<file path="src/rtl/seg_pkg.sv">
// seg_pkg: shared types and constants for the 7-segment display blocks.
//   state_e  - scan controller states {IDLE, SHOW, GAP}
//   SEG_BLANK - all segments off (active-low), decimal point off
//   SEG_LUT  - hex digit -> active-low {dp,g,f,e,d,c,b,a}; A-F use the
//              lowercase b and d shapes so they stay distinct from 8 and 0
package seg_pkg;

    typedef enum logic [1:0] {
        IDLE = 2'd0,
        SHOW = 2'd1,
        GAP  = 2'd2
    } state_e;

    localparam logic [7:0] SEG_BLANK = 8'hFF;

    // Entry 15 is listed first so that SEG_LUT[n] is the pattern for nibble n.
    localparam logic [15:0][7:0] SEG_LUT = {
        8'h8E, 8'h86, 8'hA1, 8'hC6,   // F E d C
        8'h83, 8'h88, 8'h90, 8'h80,   // b A 9 8
        8'hF8, 8'h82, 8'h92, 8'h99,   // 7 6 5 4
        8'hB0, 8'hA4, 8'hF9, 8'hC0    // 3 2 1 0
    };

endpackage

</file>
<file path="src/rtl/seg_hex_decode.sv">
// seg_hex_decode: combinational hex nibble to active-low segment decoder.
//   nibble - 4-bit value 0..F
//   seg_n  - active-low {dp,g,f,e,d,c,b,a}, dp always 1
module seg_hex_decode
    import seg_pkg::*;
(
    input  logic [3:0] nibble,
    output logic [7:0] seg_n
);

    assign seg_n = SEG_LUT[nibble];

endmodule

</file>
<file path="src/rtl/seg_scan_ctrl.sv">
// seg_scan_ctrl: time-multiplexed scan controller for a common-anode
// 7-segment display. Each enabled digit is lit for DWELL_CYC cycles,
// followed by BLANK_CYC dark cycles; digit data is snapshotted once per frame.
//   clk, rst    - clock, synchronous active-high reset
//   scan_en     - 1 = scanning enabled
//   digit_mask  - per-position participation in the scan
//   digit_data  - nibble for digit i at [4i+3:4i]
//   dig_en_n    - active-low digit enables (one low or all high)
//   num         - nibble of the lit digit, 0 when dark
//   seg_n       - active-low segment pattern {dp,g,f,e,d,c,b,a}
//   frame_tick  - one-cycle pulse coincident with the first digit of a frame
// Optional: define SEG_LZB_EN for leading-zero blanking.
module seg_scan_ctrl
    import seg_pkg::*;
#(
    parameter int DIGITS    = 8,
    parameter int DWELL_CYC = 100000,
    parameter int BLANK_CYC = 1000
)(
    input  logic                  clk,
    input  logic                  rst,
    input  logic                  scan_en,
    input  logic [DIGITS-1:0]     digit_mask,
    input  logic [4*DIGITS-1:0]   digit_data,
    output logic [DIGITS-1:0]     dig_en_n,
    output logic [3:0]            num,
    output logic [7:0]            seg_n,
    output logic                  frame_tick
);

    localparam int IW   = $clog2(DIGITS);
    localparam int TMAX = (DWELL_CYC > BLANK_CYC) ? DWELL_CYC : BLANK_CYC;
    // Floor of one bit keeps the counter legal when both periods are 1.
    localparam int TW   = (TMAX > 1) ? $clog2(TMAX) : 1;
    localparam logic [TW-1:0] DWELL_LAST = TW'(DWELL_CYC - 1);
    localparam logic [TW-1:0] BLANK_LAST = TW'((BLANK_CYC > 0) ? BLANK_CYC - 1 : 0);

    state_e                state;
    logic [IW-1:0]         idx;
    logic [TW-1:0]         timer;
    logic [4*DIGITS-1:0]   snapshot;

    logic [IW-1:0]         low_idx, up_idx, tgt_idx;
    logic                  up_found, fresh, last, adv;
    logic [3:0]            tgt_num;
    logic [DIGITS-1:0]     tgt_en_n;
    logic                  tgt_blank;
    logic [7:0]            tgt_seg;

`ifdef SEG_LZB_EN
    logic [DIGITS-1:0]     blank_q, lz_fresh;

    // Positions enabled at snapshot that sit above the highest enabled
    // nonzero nibble are blanked; the lowest enabled position never is.
    function automatic logic [DIGITS-1:0] lz_blank(input logic [4*DIGITS-1:0] d,
                                                   input logic [DIGITS-1:0]   m);
        logic              seen, low_done;
        logic [DIGITS-1:0] b;
        b    = '0;
        seen = 1'b0;
        for (int i = DIGITS - 1; i >= 0; i--) begin
            if (m[i]) begin
                if (d[4*i +: 4] != 4'h0) seen = 1'b1;
                b[i] = !seen;
            end
        end
        low_done = 1'b0;
        for (int i = 0; i < DIGITS; i++) begin
            if (m[i] && !low_done) begin
                b[i]     = 1'b0;
                low_done = 1'b1;
            end
        end
        return b;
    endfunction

    assign lz_fresh = lz_blank(digit_data, digit_mask);
`endif

    // Next-digit selection and the output values for a digit about to be lit.
    // A fresh frame (start from IDLE, or wrap) reads the live data instead of
    // the snapshot so the lit nibble matches the snapshot being taken.
    always_comb begin
        low_idx  = '0;
        up_idx   = '0;
        up_found = 1'b0;
        for (int i = DIGITS - 1; i >= 0; i--) begin
            if (digit_mask[i]) low_idx = IW'(i);
            if (digit_mask[i] && (IW'(i) > idx)) begin
                up_idx   = IW'(i);
                up_found = 1'b1;
            end
        end
        fresh   = (state == IDLE) || !up_found;
        tgt_idx = fresh ? low_idx : up_idx;

        tgt_num  = 4'h0;
        tgt_en_n = '1;
        for (int i = 0; i < DIGITS; i++) begin
            if (IW'(i) == tgt_idx) begin
                tgt_num     = fresh ? digit_data[4*i +: 4] : snapshot[4*i +: 4];
                tgt_en_n[i] = 1'b0;
            end
        end
`ifdef SEG_LZB_EN
        tgt_blank = fresh ? lz_fresh[tgt_idx] : blank_q[tgt_idx];
`else
        tgt_blank = 1'b0;
`endif
        last = (state == SHOW) ? (timer == DWELL_LAST) : (timer == BLANK_LAST);
        adv  = (state == IDLE) ||
               ((state == GAP) && last) ||
               ((state == SHOW) && last && (BLANK_CYC == 0));
    end

    seg_hex_decode u_dec (
        .nibble (tgt_num),
        .seg_n  (tgt_seg)
    );

    always_ff @(posedge clk) begin
        if (rst) begin
            state      <= IDLE;
            idx        <= '0;
            timer      <= '0;
            snapshot   <= '0;
            dig_en_n   <= '1;
            num        <= 4'h0;
            seg_n      <= SEG_BLANK;
            frame_tick <= 1'b0;
`ifdef SEG_LZB_EN
            blank_q    <= '0;
`endif
        end else begin
            frame_tick <= 1'b0;
            if (!scan_en) begin
                state    <= IDLE;
                timer    <= '0;
                dig_en_n <= '1;
                num      <= 4'h0;
                seg_n    <= SEG_BLANK;
            end else if (adv) begin
                // Mask is consulted only here, so a cleared bit never cuts a dwell short.
                timer <= '0;
                if (digit_mask == '0) begin
                    state    <= IDLE;
                    dig_en_n <= '1;
                    num      <= 4'h0;
                    seg_n    <= SEG_BLANK;
                end else begin
                    state    <= SHOW;
                    idx      <= tgt_idx;
                    dig_en_n <= tgt_en_n;
                    num      <= tgt_blank ? 4'h0 : tgt_num;
                    seg_n    <= tgt_blank ? SEG_BLANK : tgt_seg;
                    if (fresh) begin
                        snapshot   <= digit_data;
                        frame_tick <= 1'b1;
`ifdef SEG_LZB_EN
                        blank_q    <= lz_fresh;
`endif
                    end
                end
            end else if ((state == SHOW) && last) begin
                state    <= GAP;
                timer    <= '0;
                dig_en_n <= '1;
                num      <= 4'h0;
                seg_n    <= SEG_BLANK;
            end else begin
                timer <= timer + 1'b1;
            end
        end
    end

endmodule

</file>
<file path="config.mk">
export PLATFORM = sky130hd
export DESIGN_NAME = seg_scan_ctrl
export DESIGN_NICKNAME = d
export VERILOG_FILES = /design/src/rtl/seg_pkg.sv /design/src/rtl/seg_hex_decode.sv /design/src/rtl/seg_scan_ctrl.sv
export SDC_FILE = /design/constraint.sdc
export NUM_CORES = 1
export LEC_CHECK = 0
export CAP_MARGIN = 5
export CORE_ASPECT_RATIO = 1.25
export CORE_MARGIN = 2
export CORE_UTILIZATION = 45
export CTS_CLUSTER_SIZE = 10
export DETAILED_ROUTE_END_ITERATION = 8
export PLACE_DENSITY_LB_ADDON = 0.12
export REMOVE_ABC_BUFFERS = 1
export SKIP_LAST_GASP = 1
export SYNTH_ARGS = -nofsm -noshare
export SYNTH_HDL_FRONTEND = slang
export SYNTH_SLANG_ARGS = --single-unit
</file>
<file path="constraint.sdc">
create_clock -name clk -period 3.9 [get_ports clk]
set_input_delay 0.39 -clock clk [delete_from_list [all_inputs] [get_ports clk]]
set_output_delay 0.39 -clock clk [all_outputs]
set_load 0.01 [all_outputs]
</file>
== After elaboration in Yosys (flattened, before gate mapping) ==
Memory sizes are Yosys's and may differ from the RTL's.
Index checks and enable logic that the tools add are counted.

* Register bits after elaboration: 75
* Bits in read-only memories: 128
* Bits of input ports: 43
* Output and inout bits: 21
* Logic and storage cells: 118
* Memories: 1

* Add/subtract/negate cells: 1
* $lt $le $gt $ge: 9
* Eq/ne operators: 11
* Multiplexer cells: 63
* Bitwise operators: 3
* Reduce and logical (&&, ||, !) cells: 22

{| class="wikitable"
|+ Memory list
! name !! words !! bits a word !! rd ports !! clocked after Yosys merged registers in !! write ports !! RTL line !! RTL
|-
| (no name shown) || 16 || 8 || 1 || 0 || 0 || seg_hex_decode.sv:11 || <nowiki>assign seg_n = SEG_LUT[nibble];</nowiki>
|}

{| class="wikitable"
|+ Operators with widths
! kind !! count
|-
| $mux W4 || 19
|-
| $mux W3 || 17
|-
| $mux W8 || 6
|-
| $mux W1 || 19
|-
| $add A17 B1 Y17 const B || 1
|-
| $eq A17 B10 Y1 const B || 1
|-
| $eq A17 B17 Y1 const B || 1
|-
| $eq A3 B3 Y1 const A || 4
|-
| $gt A3 B3 Y1 const A || 4
|-
| $logic_and A1 B1 Y1 || 10
|-
| $logic_not A8 Y1 || 1
|-
| $reduce_or A4 Y1 || 2
|-
| $eq A2 B3 Y1 const A || 2
|-
| $gt A1 B3 Y1 const A || 2
|-
| $gt A2 B3 Y1 const A || 2
|-
| $lt A4 B5 Y1 const B || 1
|-
| $mux W2 || 2
|-
| $reduce_and A4 Y1 || 1
|-
| $eq A1 B3 Y1 const A || 1
|-
| $logic_not A3 Y1 || 1
|-
| $not A1 Y1 || 3
|-
| $reduce_and A3 Y1 || 1
|-
| $eq A2 B1 Y1 const B || 1
|-
| $eq A2 B2 Y1 const B || 1
|-
| 5 further kinds || 6
|}

== Logic depth before layout (Yosys ltp) ==
Gate-level depths: netlist of run 1.

* Word-level depth: 26
* Mapped depth: 14
* Gate-level depth less buffers: 12

== Hierarchy ==
Synthesis of run 1 repeated with hierarchy kept, for this count alone.

* Cells, all modules: 506
* Area, all modules: 4,141.5 um2

{| class="wikitable"
|+ Modules (own cells, without submodules)
! module !! times used !! cells an instance !! area an instance (um2) !! sequential area each (um2)
|-
| seg_scan_ctrl || 1 || 469 || 3,863.7 || 1,501.4
|-
| seg_hex_decode || 1 || 37 || 277.8 || 0.0
|}

== Least setup slack after synthesis of run 1 ==
No wires, ideal clock.

* Kind: reg2reg
* Start: reg idx[1]
* End: reg seg_n[2]
* Setup time: 70 ps
* Arrival time: 3,057 ps
* Data required time: 3,830 ps
* Slack: 773 ps
* Stages on the path, launching flop included: 13
* Period minus slack after synthesis: 3,127 ps
* Cell sequence: dfxtp_1 -> buf_4 -> or3_1 -> nand2_1 -> a21o_1 -> clkbuf_1 -> o21ai_0 -> a31o_2 -> a31oi_2 -> inv_1 -> ha_1 -> or3_1 -> a21oi_1

* Cells in the longest elaborated chain, start to end: 26
* Elaborated cells between the ends (all ways): 63
* Classes of those cells: order compare (8); eq/ne (7); mux (36); reduce/logical (11); memory (1)

{| class="wikitable"
|+ Ends and longest elaborated chain
! what !! RTL line !! RTL
|-
| start: declaration || seg_scan_ctrl.sv:39 || <nowiki>logic [IW-1:0] idx;</nowiki>
|-
| start signal: assignment || seg_scan_ctrl.sv:152 || <nowiki>idx <= tgt_idx;</nowiki>
|-
| $gt A3 B3 Y1 || seg_scan_ctrl.sv:89 || <nowiki>if (digit_mask[i] && (IW'(i) > idx)) begin</nowiki>
|-
| $logic_and A1 B1 Y1 || seg_scan_ctrl.sv:89 ||
|-
| $mux W1 (8 in a row) || seg_scan_ctrl.sv:89 ||
|-
| $logic_not A1 Y1 || seg_scan_ctrl.sv:94 || <nowiki>fresh = (state == IDLE) || !up_found;</nowiki>
|-
| $logic_or A1 B1 Y1 || seg_scan_ctrl.sv:94 ||
|-
| $mux W3 || seg_scan_ctrl.sv:95 || <nowiki>tgt_idx = fresh ? low_idx : up_idx;</nowiki>
|-
| $logic_not A3 Y1 || seg_scan_ctrl.sv:100 || <nowiki>if (IW'(i) == tgt_idx) begin</nowiki>
|-
| $mux W4 (7 in a row) || seg_scan_ctrl.sv:100 ||
|-
| $mux W4 * || seg_scan_ctrl.sv:100 ||
|-
| $mem_v2 Z16 W8 * || -- ||
|-
| $mux W8 (not written as such) * || seg_hex_decode.sv:11 ||
|-
| $mux W8 * || seg_scan_ctrl.sv:145 || <nowiki>if (digit_mask == '0) begin</nowiki>
|-
| $mux W8 * || seg_scan_ctrl.sv:142 || <nowiki>end else if (adv) begin</nowiki>
|-
| end signal: assignment || seg_scan_ctrl.sv:155 || <nowiki>seg_n <= tgt_blank ? SEG_BLANK : tgt_seg;</nowiki>
|-
| end: declaration || seg_scan_ctrl.sv:27 || <nowiki>output logic [7:0] seg_n,</nowiki>
|}

Every way passes the cells marked *; elsewhere a longest branch is shown, timed or not. The select of a mux whose other input is x is not followed.
A chain may end at the register's enable or synchronous reset.

== Final worst setup path of run 1 ==
* Start: in digit_mask[6]
* End: reg seg_n[5]

* Cells in the longest elaborated chain, start to end: 24
* Elaborated cells between the ends (all ways): 54
* Classes of those cells: eq/ne (7); mux (41); reduce/logical (5); memory (1)

{| class="wikitable"
|+ Ends and longest elaborated chain
! what !! RTL line !! RTL
|-
| start: declaration || seg_scan_ctrl.sv:23 || <nowiki>input logic [DIGITS-1:0] digit_mask,</nowiki>
|-
| $logic_and A1 B1 Y1 || seg_scan_ctrl.sv:89 ||
|-
| $mux W1 (7 in a row) || seg_scan_ctrl.sv:89 ||
|-
| $logic_not A1 Y1 || seg_scan_ctrl.sv:94 ||
|-
| $logic_or A1 B1 Y1 || seg_scan_ctrl.sv:94 ||
|-
| $mux W3 || seg_scan_ctrl.sv:95 ||
|-
| $logic_not A3 Y1 || seg_scan_ctrl.sv:100 ||
|-
| $mux W4 (8 in a row) || seg_scan_ctrl.sv:100 ||
|-
| $mem_v2 Z16 W8 || -- ||
|-
| $mux W8 (not written as such) || seg_hex_decode.sv:11 ||
|-
| $mux W8 * || seg_scan_ctrl.sv:145 ||
|-
| $mux W8 * || seg_scan_ctrl.sv:142 ||
|}

Marks and branches as above.

==> results of run 1 <==
-- cell type report --
type	instances	area, sq um	share of cell area [%]
Clock inverter	7	163.9	3.082
Multi-Input combinational cell	364	2470	46.44
Sequential cell	74	1481	27.85
Inverter	15	56.30	1.059
Tap cell	123	153.9	2.893
Clock buffer	9	225.2	4.234
Timing Repair Buffer	80	768.2	14.44
-- power groups by stage --
| stage | combinational, mW | clock [mW] | sequential, mW |
|---|---|---|---|
| 6_report | 0.524 | 1.08 | 0.824 |
| 5_1_grt | 0.573 | 1.14 | 0.830 |
| 4_1_cts | 0.524 | 1.10 | 0.824 |
| 3_5_place_dp | 0.520 | 0 | 0.840 |
| 3_3_place_gp | 0.513 | 0 | 0.840 |
| 2_1_floorplan | 0.318 | 0 | 0.843 |
-- metrics by stage --
stage          hold slack (ns)  util, %  setup WS (ns)
2_1_floorplan           0.4263        -         0.7460
3_3_place_gp            0.4397    54.31         0.1813
3_5_place_dp            0.4491    54.31        0.09246
4_1_cts                 0.4594    58.60         0.4274
5_1_grt                 0.4889    58.60         0.1124
6_report                0.4527    58.60         0.3900
-- Yosys cell counts, drive strengths merged (3+ instances only) --
master and n:
o32a 6, mux2 4, a21oi 21, mux2i 44, o21ai 13, a21boi 3, a2111oi 3, and2 3
buf 13, nor3 5, a211oi 6, clkbuf 12, o221ai 4, inv 15, xor2 6, dfxtp 74
nand2 34, o22ai 5, xnor2 8, a31oi 11, a22oi 3, nand2b 5, a311oi 4, or3 5
o32ai 3, and3 5, nor2b 3, nor2 87, nand3 18, nor4 6, ha 7, nand4 4
a21o 7
-- sequential cells by signal, summed over array words and instances (netlist names) --
| name | cells |
|---|---|
| snapshot | 32 |
| timer | 17 |
| dig_en_n | 8 |
| seg_n | 7 |
| num | 4 |
| idx | 3 |
| state | 2 |
| frame_tick | 1 |
-- worst min path at each step --
stage / to
5_1_grt: num[2]$_SDFFE_PP0P_
6_report: num[1]$_SDFFE_PP0P_
2_1_floorplan: timer[0]$_SDFF_PP0_
3_3_place_gp: num[1]$_SDFFE_PP0P_
3_5_place_dp: num[1]$_SDFFE_PP0P_
4_1_cts: num[1]$_SDFFE_PP0P_
-- worst max-delay path: cells and delay by family --
kind / cells / cell delay (ns)
mux: 2 / 0.42
fa+ha+maj: 1 / 0.17
buf+inv: 2 / 0.70
simple gates: 3 / 0.61
compound gates: 5 / 1.43
-- cells in the final DEF, fill, tap and decap left out, drive strengths merged, types with 9 or more instances in the layout --
cell type,n
inv,16
clkdlybuf4s50,62
a31oi,11
nor2,87
mux2i,44
nand2,34
a21oi,21
o21ai,13
clkbuf,9
nand3,18
dfxtp,74
buf,18
-- cell families after synthesis --
family | after synthesis
compound gates | 109
xor+xnor | 14
fa+ha+maj | 7
buf+inv | 40
flops | 74
mux | 48
other cells | 1
simple gates | 185
-- layer usage --
layer / wire length, um / up-vias / share of wire, %
met5: 0 / - / 0
met4: 383 / 0 / 3.7
met3: 467 / 26 / 4.5
met2: 5089 / 110 / 49
met1: 4456 / 1758 / 43
li1: - / 1872 / -
==> results.yml, run 1 <==
critical_path:
  cp.arrival_ns: 3.73
  crit_chain: "clkdlybuf4s50_1 -> nand2b_1 -> a31oi_1 -> o32ai_2 -> nand2_1 -> mux2_2 -> o21ai_0 -> a32oi_2 -> inv_1 -> ha_1 -> mux2i_1 -> a221oi_1 -> nor2_1"
  cp.required_ns: 4.12
  cpPeakStageDelay_ns: 0.56
  r2r_slack_ns: 0.42
  critPathLaunchType: "primary input"
  rr_worst_depth: 12
  worstReg2RegStart: "idx[0]$_SDFFE_PP0P_"
  path_class: "primary input to flop"
  crit_path_max_fanout: 9
  critPathLaunch: "digit_mask[6]"
  critPathSlowestCell: "o32ai_2"
  endpoint: "seg_n[5]$_SDFFE_PP1P_"
  crit_path_end_kind: "flop"
  worstReg2RegEnd: "seg_n[5]$_SDFFE_PP1P_"
clocking:
  cts_tree: "built"
  clk_path_buf_depth: 2
  post_cts_resized: 0
  cts_setup_buffers: 0
  cts_hold_buf: 0
  numCtsBuffers: 9
  path_clk_slew_ns: 0.06
  clock_latency_ns: 0.33
  ctsRootBufferMaster: "clkbuf_16"
  htree_num_levels: 3
  clock_sinks: 74
routing:
  first_iter_violations: 168
  wire_per_inst_um: 15.47
  first_pass_iters: 4
  drc: 0
  totalWireLength_um: 10400
  antenna_left: 0
  viasPerCell: 5.604
  num_vias: 3766
final_layout:
  finalNetCount: 594
  design_area_sq_um: 5319
  drive_gt1_share_pct: 11.84
  antenna_cells: 0
  synthToLayoutAreaGrowth_pct: 28.24
  fillers: 836
  finalNonFillerCells: 672
synth:
  ys_seq_area_share_pct: 35.72
  synth_top_family_by_area: "simple AND/OR/NAND/NOR gates"
  synth_warnings: 0
  ys.flop_type: "dfxtp_1"
  synthesis.area_sq_um: 4148
  ys_seq_elements: 74
  yosys-top-cells-area: "dfxtp_1 (36%), mux2i_1 (11%), nor2_1 (7.9%)"
  synth_cell_types: 73
  syn_inst: 478
  synth-xor-area-share_pct: 2.956
  synth_area_leader_cell: "dfxtp_1"
  synth-edff-count: 0
  async_flop_share_pct: 0
  syn_avg_cell_area_sq_um: 8.677
  synth.area.mux_share_pct: 11.70
  synthSimpleGateAreaFrac_pct: 21.36
  synthAdderAreaFrac_pct: 2.112
  synth_compound_area_share_pct: 21.27
  synth_top_area_share_pct: 35.72
timing:
  fmaxAchievable_mhz: 284.9
  hold_viol: 0
  finClkSkew_ns: 0.005553
  setup_viol: 0
  fin_setup_tns_ns: 0
  drv_slew: 0
  max_slew.worst_pin.slew_ns: 0.7538
  layout_min_cycle_time_ns: 3.510
  rsz0062_at_grt: "no"
  fin_crit_sh_pct: 90.00
  relSlewSlack_pct: 49.37
power:
  p_comb_share_pct: 21.6
  total_power_mw: 2.428
  vdd_drop_max_uv: 231.1
  p_switching_mw: 0.6309
  p_seq_share_pct: 33.9
  switching_share_pct: 25.98
  p_per_area_nw_per_um2: 456.5
  p_clk_share_pct: 44.5
  leakage_nw: 2.128
  p_int_mw: 1.797
min_path:
  holdPathStages: 2
  holdCritPathClass: "flop to flop"
  hp-start: "num[1]$_SDFFE_PP0P_"
floorplan:
  die_h_um: 111.3
  dieArea_sq_um: 10010
  die_w_um: 89.87
  core_sq_um: 9076
  row_count: 39
  start_util_pct: 45.70
  io_pins: 64
global_route:
  top_usage_layer: "met2"
  groute.layer.met3.usage_pct: 5.074
  antenna_found_initial: 0
  track_usage_pct: 21.28
  use_met1_pct: 25.26
  grt_max_degree: 41
  use_met2_pct: 35.71
  grt_overflow_total: 0
  grt_pass1_vias: 3715
  grt_pass1_wl_um: 17460
place:
  placed_cell_area_sq_um: 4930
  dp.cells: 656
  place.gp.congestion: 0.8696
  numPortBuffers: 62
  hpwl_um: 7662
flow_run:
  drv_cap: 0
outcome:
  outcome: "completed"
Power figures use the tool's default switching activity.
==> inputs of run 2 (changes only) <==
--- a/config.mk
+++ b/config.mk
@@ -11,7 +11,7 @@
 export CORE_UTILIZATION = 45
 export CTS_CLUSTER_SIZE = 10
 export DETAILED_ROUTE_END_ITERATION = 8
-export PLACE_DENSITY_LB_ADDON = 0.12
+export PLACE_DENSITY = 0.8
 export REMOVE_ABC_BUFFERS = 1
 export SKIP_LAST_GASP = 1
 export SYNTH_ARGS = -nofsm -noshare
==> results.yml, run 2 (synthesized netlist as in run 1, its figures left out) <==
timing:
  fmaxAchievable_mhz: 286.1
  layout_min_cycle_time_ns: 3.495
  fin_setup_tns_ns: 0
  drv_slew: 0
  max_slew.worst_pin.slew_ns: 0.7410
  finClkSkew_ns: 0.005280
  setup_viol: 0
  hold_viol: 0
  relSlewSlack_pct: 50.23
  fin_crit_sh_pct: 89.62
  rsz0062_at_grt: "no"
clocking:
  numCtsBuffers: 9
  clk_path_buf_depth: 2
  cts_setup_buffers: 0
  ctsRootBufferMaster: "clkbuf_16"
  htree_num_levels: 3
  cts_tree: "built"
  clock_sinks: 74
  path_clk_slew_ns: 0.06
  post_cts_resized: 0
  cts_hold_buf: 0
  clock_latency_ns: 0.32
final_layout:
  fillers: 814
  antenna_cells: 0
  final_cell_mix: "nor2_1 (87), dfxtp_1 (74), clkdlybuf4s50_1 (62), mux2i_1 (44), nand2_1 (32)"
  finalNetCount: 592
  largest_register: "snapshot"
  largest_reg_flops: 32
  final_common_cell: "nor2_1"
  multi_input_area_sq_um: 2470
  fin_util_pct: 57.42
  drive_gt1_share_pct: 11.33
  synthToLayoutAreaGrowth_pct: 25.64
  top_regs: "snapshot: 32 flops, timer: 17 flops, dig_en_n: 8 flops"
  ff_latch_area_sq_um: 1481
floorplan:
  die_w_um: 89.87
  dieArea_sq_um: 10010
  start_util_pct: 45.70
  row_count: 39
  io_pins: 64
  die_h_um: 111.3
  core_sq_um: 9076
min_path:
  holdCritPathClass: "flop to flop"
  whs_endpoint: "num[1]$_SDFFE_PP0P_"
  hp-start: "num[1]$_SDFFE_PP0P_"
  holdPathStages: 2
routing:
  wire_per_inst_um: 15.35
  viasPerCell: 5.675
  totalWireLength_um: 10290
  first_iter_violations: 230
  first_pass_iters: 5
  antenna_left: 0
  num_vias: 3802
  drc: 0
global_route:
  grt_max_degree: 37
  track_usage_pct: 20.51
  grt_pass1_wl_um: 17150
  grt_pass1_vias: 3721
  grt_overflow_total: 0
  antenna_found_initial: 0
outcome:
  outcome: "completed"
power:
  p_per_area_nw_per_um2: 415.6
  vdd_drop_max_uv: 256.0
  total_power_mw: 2.166
  leakage_nw: 2.078
place:
  numPortBuffers: 62
  place.gp.congestion: 0.8931
  hpwl_um: 7587
critical_path:
  cp.required_ns: 4.11
  path_class: "primary input to flop"
  crit_path_max_fanout: 10
  critical_path_buf_inv_count: 3
  critPathSlowestCell: "clkdlybuf4s50_1"
  cp.arrival_ns: 3.71
  path_depth: 13
  crit_path_end_kind: "flop"
  worstReg2RegStart: "idx[2]$_SDFFE_PP0P_"
  critPathTopFamily: "compound AO/OA/AOI/OAI gates"
  r2r_slack_ns: 0.50
  crit_chain: "clkdlybuf4s50_1 -> or3b_4 -> and4_4 -> a31oi_4 -> buf_4 -> nor2_1 -> a311o_1 -> a32oi_2 -> inv_1 -> ha_1 -> mux2i_1 -> nand3_1 -> o221a_1"
  rr_worst_depth: 11
  cpPeakStageDelay_ns: 0.56
  critPathLaunch: "digit_mask[5]"
  worstReg2RegEnd: "seg_n[3]$_SDFFE_PP1P_"
  critPathLaunchType: "primary input"
flow_run:
  drv_cap: 0
run 2: final cells by class:
cell class | count | area share [%]
multi-input combinational | 364 | 47.39
sequential | 74 | 28.43
inverter | 15 | 1.080
clock buffer | 11 | 4.658
tap | 123 | 2.953
clock inverter | 5 | 1.032
timing repair buffer | 78 | 14.45
run 2: stage by stage:
step / std cells / hold WS, ns / setup slack [ns] / cell area (sq um)
after floorplan: 453 / 0.4263 / 0.7460 / 4005
after global placement: 654 / 0.4383 / 0.2773 / 4915
after detailed placement: 654 / 0.4438 / 0.1609 / 4915
after CTS: 670 / 0.4526 / 0.4663 / 5211
after global routing: 670 / 0.4841 / 0.1512 / 5211
final: 670 / 0.4496 / 0.4048 / 5211
run 2: worst max-delay path by stage:
stage                            endpoint  slack (ns)
floorplan           seg_n[2]$_SDFFE_PP1P_        0.75
global placement    seg_n[5]$_SDFFE_PP1P_        0.28
detailed placement  seg_n[3]$_SDFFE_PP1P_        0.16
CTS                 seg_n[3]$_SDFFE_PP1P_        0.47
global route        seg_n[5]$_SDFFE_PP1P_        0.15
finish              seg_n[3]$_SDFFE_PP1P_        0.40
run 2: where the power goes:
| part | internal, mW | switching (mW) | total, mW |
|---|---|---|---|
| combinational | 0.244 | 0.283 | 0.527 |
| clock | 0.510 | 0.302 | 0.812 |
| sequential | 0.798 | 0.0287 | 0.827 |
| total | 1.55 | 0.613 | 2.17 |
run 2: metal layers:
metal | GRT usage [%] | vias up | wire, um
met1 | 25.37 | 1783 | 4501
met3 | 3.451 | 35 | 462
li1 | - | 1855 | -
met5 | 0 | - | 0
met2 | 34.04 | 129 | 4957
met4 | 11.49 | 0 | 365
run 2: worst register-to-register path, cell delays in order (launching register included):
cell	delay, ns
dfxtp_1	0.58
nand2b_1	0.23
a31oi_1	0.13
o32a_1	0.42
nor2_1	0.11
buf_4	0.17
a21o_1	0.32
a2111oi_2	0.12
nor4_4	0.66
mux2i_1	0.31
nand3_1	0.10
o221a_1	0.14
